`src/rtl/inst_cache.sv`:
```
// rtl/inst_cache.sv - direct-mapped read-only instruction cache with line fill
//
// Purpose:
//   Direct-mapped, read-only instruction cache feeding the IF stage.
//   Fetches that hit are served combinationally in the same cycle. A miss
//   raises `miss` so the hazard unit stalls the front end. The cache then
//   fills the whole line from main memory, one word per req/gnt beat.
//
// Optional feature:
//   ICACHE_STATS_EN - adds the saturating hit_cnt/miss_cnt outputs.
//
// Ports:
//   clk         in   1   core clock, rising edge
//   rst         in   1   asynchronous reset, active-high
//   rd_req      in   1   fetch valid this cycle
//   addr        in   32  fetch byte address (PC_IF); [1:0] ignored
//   rd_data     out  32  instruction word; valid when rd_req && !miss
//   miss        out  1   stall request to the hazard unit
//   invalidate  in   1   one-cycle pulse that clears every valid bit (fence.i)
//   mem_req     out  1   line-fill beat request
//   mem_addr    out  32  word-aligned beat address
//   mem_gnt     in   1   beat accepted; mem_rdata is valid in the same cycle
//   mem_rdata   in   32  fill data
//   hit_cnt     out  32  (ICACHE_STATS_EN) IDLE cycles with a hit, saturating
//   miss_cnt    out  32  (ICACHE_STATS_EN) started line fills, saturating

module inst_cache #(
  parameter int LINE_ADDR_LEN = 3,
  parameter int SET_ADDR_LEN  = 4
) (
  input  logic        clk,
  input  logic        rst,
  input  logic        rd_req,
  input  logic [31:0] addr,
  output logic [31:0] rd_data,
  output logic        miss,
  input  logic        invalidate,
  output logic        mem_req,
  output logic [31:0] mem_addr,
  input  logic        mem_gnt,
  input  logic [31:0] mem_rdata
`ifdef ICACHE_STATS_EN
  ,
  output logic [31:0] hit_cnt,
  output logic [31:0] miss_cnt
`endif
);

  localparam int TAG_ADDR_LEN = 30 - LINE_ADDR_LEN - SET_ADDR_LEN;
  localparam int LINE_WORDS   = 1 << LINE_ADDR_LEN;
  localparam int SETS         = 1 << SET_ADDR_LEN;
  localparam int TAG_LSB      = 2 + LINE_ADDR_LEN + SET_ADDR_LEN;
  localparam int SET_LSB      = 2 + LINE_ADDR_LEN;

  typedef enum logic [1:0] {
    IDLE = 2'd0,
    FILL = 2'd1,
    DONE = 2'd2
  } state_t;

  // Fetch address split.
  logic [TAG_ADDR_LEN-1:0]  req_tag;
  logic [SET_ADDR_LEN-1:0]  req_set;
  logic [LINE_ADDR_LEN-1:0] req_word;

  assign req_tag  = addr[31:TAG_LSB];
  assign req_set  = addr[TAG_LSB-1:SET_LSB];
  assign req_word = addr[SET_LSB-1:2];

  // Byte offset within a word is irrelevant for 32-bit instruction fetch.
  logic unused_byte_offset;
  assign unused_byte_offset = ^addr[1:0];

  // Storage. Only the valid bits are reset; tag and data contents are
  // meaningless while their valid bit is clear.
  logic [TAG_ADDR_LEN-1:0] tag_arr  [SETS];
  logic [31:0]             data_arr [SETS][LINE_WORDS];
  logic [SETS-1:0]         valid_q;

  // Fill-side registers.
  state_t                   state_q;
  logic [LINE_ADDR_LEN-1:0] beat_q;
  logic [TAG_ADDR_LEN-1:0]  fill_tag_q;
  logic [SET_ADDR_LEN-1:0]  fill_set_q;
  logic                     mem_req_q;
  logic [31:0]              mem_addr_q;

  logic hit;
  logic beat_last;
  logic fill_we;
  logic install;
  logic start_fill;

  assign hit        = rd_req && valid_q[req_set] && (tag_arr[req_set] == req_tag);
  assign rd_data    = hit ? data_arr[req_set][req_word] : 32'h0;

  assign beat_last  = &beat_q;
  assign fill_we    = (state_q == FILL) && mem_gnt;
  assign install    = fill_we && beat_last;
  assign start_fill = (state_q == IDLE) && rd_req && !hit;

  // Stall through the whole fill plus the DONE cycle, so the requester
  // retries in IDLE once the new line is readable.
  assign miss       = start_fill || (state_q != IDLE);

  assign mem_req    = mem_req_q;
  assign mem_addr   = mem_addr_q;

  // Fill controller. The line base and index are latched on entry to FILL,
  // so later changes on addr cannot redirect an in-flight fill.
  always_ff @(posedge clk or posedge rst) begin
    if (rst) begin
      state_q    <= IDLE;
      beat_q     <= '0;
      fill_tag_q <= '0;
      fill_set_q <= '0;
      mem_req_q  <= 1'b0;
      mem_addr_q <= 32'h0;
    end else begin
      case (state_q)
        IDLE: begin
          if (start_fill) begin
            state_q    <= FILL;
            beat_q     <= '0;
            fill_tag_q <= req_tag;
            fill_set_q <= req_set;
            mem_req_q  <= 1'b1;
            mem_addr_q <= {addr[31:SET_LSB], {SET_LSB{1'b0}}};
          end
        end
        FILL: begin
          if (mem_gnt) begin
            // beat_q wraps back to zero after the last beat.
            beat_q     <= beat_q + 1'b1;
            mem_addr_q <= mem_addr_q + 32'd4;
            if (beat_last) begin
              state_q   <= DONE;
              mem_req_q <= 1'b0;
            end
          end
        end
        DONE: begin
          state_q <= IDLE;
        end
        default: begin
          state_q   <= IDLE;
          mem_req_q <= 1'b0;
        end
      endcase
    end
  end

  // Valid bits. The install is written after the flash clear so a line
  // completing in the same cycle as an invalidate still ends up valid.
  always_ff @(posedge clk or posedge rst) begin
    if (rst) begin
      valid_q <= '0;
    end else begin
      if (invalidate) begin
        valid_q <= '0;
      end
      if (install) begin
        valid_q[fill_set_q] <= 1'b1;
      end
    end
  end

  // Tag and data arrays: write-only from the fill path, never reset.
  always_ff @(posedge clk) begin
    if (fill_we) begin
      data_arr[fill_set_q][beat_q] <= mem_rdata;
    end
    if (install) begin
      tag_arr[fill_set_q] <= fill_tag_q;
    end
  end

`ifdef ICACHE_STATS_EN
  logic [31:0] hit_cnt_q,  hit_cnt_d;
  logic [31:0] miss_cnt_q, miss_cnt_d;

  always_comb begin
    hit_cnt_d  = hit_cnt_q;
    miss_cnt_d = miss_cnt_q;
    if ((state_q == IDLE) && hit && (hit_cnt_q != 32'hFFFF_FFFF)) begin
      hit_cnt_d = hit_cnt_q + 32'd1;
    end
    if (start_fill && (miss_cnt_q != 32'hFFFF_FFFF)) begin
      miss_cnt_d = miss_cnt_q + 32'd1;
    end
  end

  always_ff @(posedge clk or posedge rst) begin
    if (rst) begin
      hit_cnt_q  <= 32'h0;
      miss_cnt_q <= 32'h0;
    end else begin
      hit_cnt_q  <= hit_cnt_d;
      miss_cnt_q <= miss_cnt_d;
    end
  end

  assign hit_cnt  = hit_cnt_q;
  assign miss_cnt = miss_cnt_q;
`endif

endmodule

```
`config.mk`:
```
export PLATFORM = sky130hd
export DESIGN_NAME = inst_cache
export DESIGN_NICKNAME = d
export VERILOG_FILES = /design/src/rtl/inst_cache.sv
export SDC_FILE = /design/constraint.sdc
export NUM_CORES = 2
export LEC_CHECK = 0
export BUFFER_PORTS_ARGS = -buffer_cell sky130_fd_sc_hd__buf_2
export CAP_MARGIN = 0
export CORE_ASPECT_RATIO = 1.1
export CORE_MARGIN = 2
export CORE_UTILIZATION = 29
export CTS_BUF_LIST = sky130_fd_sc_hd__clkbuf_16
export CTS_CLUSTER_SIZE = 20
export DETAILED_ROUTE_END_ITERATION = 10
export PLACE_DENSITY = 0.54
export SYNTH_ARGS = -nofsm -noshare
export SYNTH_HDL_FRONTEND = slang
export SYNTH_MEMORY_MAX_BITS = 65536
export SYNTH_SLANG_ARGS = --single-unit
```
`constraint.sdc`:
```
create_clock -name clk -period 5.3 [get_ports clk]
set_input_delay 0.53 -clock clk [delete_from_list [all_inputs] [get_ports clk]]
set_output_delay 0.53 -clock clk [all_outputs]
set_load 0.1 [all_outputs]
```
==> results.toml <==
[layout]
final_cell_area_um2 = 204000
nets = 7732
post-route-util_pct = 34.0
final_cell_mix = "edfxtp_1, mux4_2, clkbuf_16, buf_4, nor2_4"
synthToLayoutAreaGrowth_pct = 16.9
drive_above_1_share_pct = 34.8
final_common_cell = "edfxtp_1"

[detailed_routing]
drc = 0
first_pass_iters = 7
drtAntennaViolNets = 0
wl_per_cell_um = 29.5
routed_wl_mm = 473
vias = 80791
drtIter0Drc = 10036
via_per_inst = 5.04

[setup_path]
cp.required_ps = 4770
worst-path-buf-inv = 2
startpoint_type = "register"
reg2regPathDepth = 6
crit_fanout = 32
crit_path_cell_trace = "mux4_2 > nor4b_2 > nor4_1 > a211oi_1 > o2111ai_1 > or4_1 > or2_2 > buf_4 > nor2_1 > buf_4"
cp_slowest_cell = "or4_1"
crit_cells = 10
cp_top_family = "simple AND/OR/NAND/NOR gates"
crit_top_cell = "buf_4"
cp-end-kind = "output pin"
arrival_ps = 4650
slowest_delay_ps = 550
timing_worst_setup_path_type = "register to output pin"

[global_route]
overflow = 0
grt_pass1_vias = 82692
grt_max_degree = 96
track_usage_pct = 15.2
grt_pass1_wl_mm = 655
antenna_found_initial = 44

[die]
rows = 298
die_y_um = 817
ioPinCount = 135
start_util_pct = 29.1
core_um2 = 598000
die_area_um2 = 607000
floorplan.die.width_um = 743

[timing]
fin_ws_ps = 118
final.period_utilization_pct = 97.8
worstMarginPinSlew_ps = 1320
setup_viol = 0
clock_skew_ps = 149
fin_crit_ps = 5180
slew_headroom_pct = 11.6
slew_violations = 0
hold_viol_final = 0
max_freq_mhz = 193
fin_tns_setup_ps = 0
rsz0062_at_grt = "false"

[clocking]
insertion_delay_ps = 1070
clk_path_buf_depth = 4
clk_pin_slew_ps = 60
htreeDepth = 5
clock_sinks = 4543
cts_root_buf = "clkbuf_16"
post_cts_buffers = 0
numCtsBuffers = 465
cts_tree = "done"

[logic_synthesis]
synthTopCellsByArea = "edfxtp_1, mux4_2, dfrtp_1"
netlist.top_cell.by_area = "edfxtp_1"
syn_inst = 7039
yosysTopAreaCellShare_pct = 77.0
ys_seq_area_share_pct = 78.1
synth_edf_count = 4464
postSynth.asyncResetShare_pct = 1.74
synth_top_flop_cell = "edfxtp_1"
synthDistinctLibCells = 59
synth-seq-cells = 4543
synth_warnings = 0
synth_area_um2 = 174000
syn_avg_cell_area_um2 = 24.7

[power]
irDropWorstVdd_v = 0.000623
leakagePower_nw = 62.5
p_per_area_nw_per_um2 = 396
power_mw = 80.7

[placed_design]
dpl.hpwl_mm = 272
gp_congestion = 0.779
dpl_worst_slack_ps = 274
place_area_um2 = 188000
port_buffers = 130

[hold_path]
hold_depth = 1
worstHoldPathType = "primary input to register"

[run_status]
outcome = "complete, no violations"

[run]
drv_cap = 0
## cell families after synthesis
group | after synthesis | share of synthesized area [%]
flip-flops | 4543 | 78.1
multiplexers | 1536 | 19.2
XOR/XNOR | 29 | 0.146
AO/OA/AOI/OAI | 143 | 0.553
AND/OR/NAND/NOR | 374 | 0.949
adder cells (fa/ha/maj) | 3 | 0.0216
other | 1 | 0.00215
buffers and inverters | 410 | 1.02
## where the power goes
group          total, mW  internal (mW)  switching, mW
logic               6.71           2.09           4.62
clock network       32.6           18.6           14.0
registers           41.3           40.6          0.707
## metal layers
| layer | track usage (%) | share of wire (%) |
|---|---|---|
| met3 | 2.55 | 7.2 |
| met1 | 21.0 | 42 |
| met2 | 25.2 | 49 |
| met5 | 0 | 0.0027 |
| met4 | 3.56 | 2.3 |
## sequential cells by signal, indices dropped and copies added, names as in the netlist
register    cells
data_arr     4096
tag_arr       368
mem_addr       30
fill_tag_q     23
valid_q        16
fill_set_q      4
beat_q          3
state_q         2
mem_req         1
## per-stage QoR
stage	std cells	hold WS, ps
after floorplan	7040	501
after global placement	15109	485
after detailed placement	15109	469
after CTS	16005	5.31
after global routing	16007	58.5
final	16025	60.9
## synth_stat cells (5+ instances only)
library cell and instances:
mux2i_1 72, o211ai_1 8, mux4_2 1440, o21ai_0 25
mux2_2 24, xor2_1 11, a21oi_1 26, buf_2 121
o221ai_1 5, clkbuf_1 191, a21o_1 6, nand3_1 31
nor4_1 6, buf_1 54, a211oi_1 7, a211o_1 8
nor2_1 213, nand4_1 7, a221oi_1 5, edfxtp_1 4464
buf_4 11, nor3_1 21, nand2_1 50, inv_1 26
and2_1 10, and4_1 7, o22ai_1 23, buf_6 6
dfrtp_1 79, nor2b_1 12, xnor2_1 18
## what timing repair did
action / CTS / global route
endpoints found under the setup margin: 32 / 32
hold buffers: 34 / 0
endpoints found under the hold margin: 360 / 0
resized for setup: 32 / 12
pin swaps: 0 / 0
## cell type report
cell class	instances	area [um^2]
multi-input cells	2087	37500
repair buffers	536	4670
fillers	55001	395000
inverters	27	103
clock buffers	465	11600
flip-flops and latches	4543	136000
well taps	7950	9950
diodes	20	50.0
clock inverters	397	3640
## final timing paths
kind                            startpoint               end  slack [ps]
min                           mem_rdata[8]  data_arr[0][232]          60
max reg2reg                     state_q[0]   data_arr[0][39]         910
min reg2reg                        mem_req           mem_req         490
min in group asynchronous              rst      mem_addr[10]         240
max                        tag_arr[12][18]       rd_data[26]         120
max in group asynchronous              rst        valid_q[0]        3830
Power figures use the tool's default switching activity.
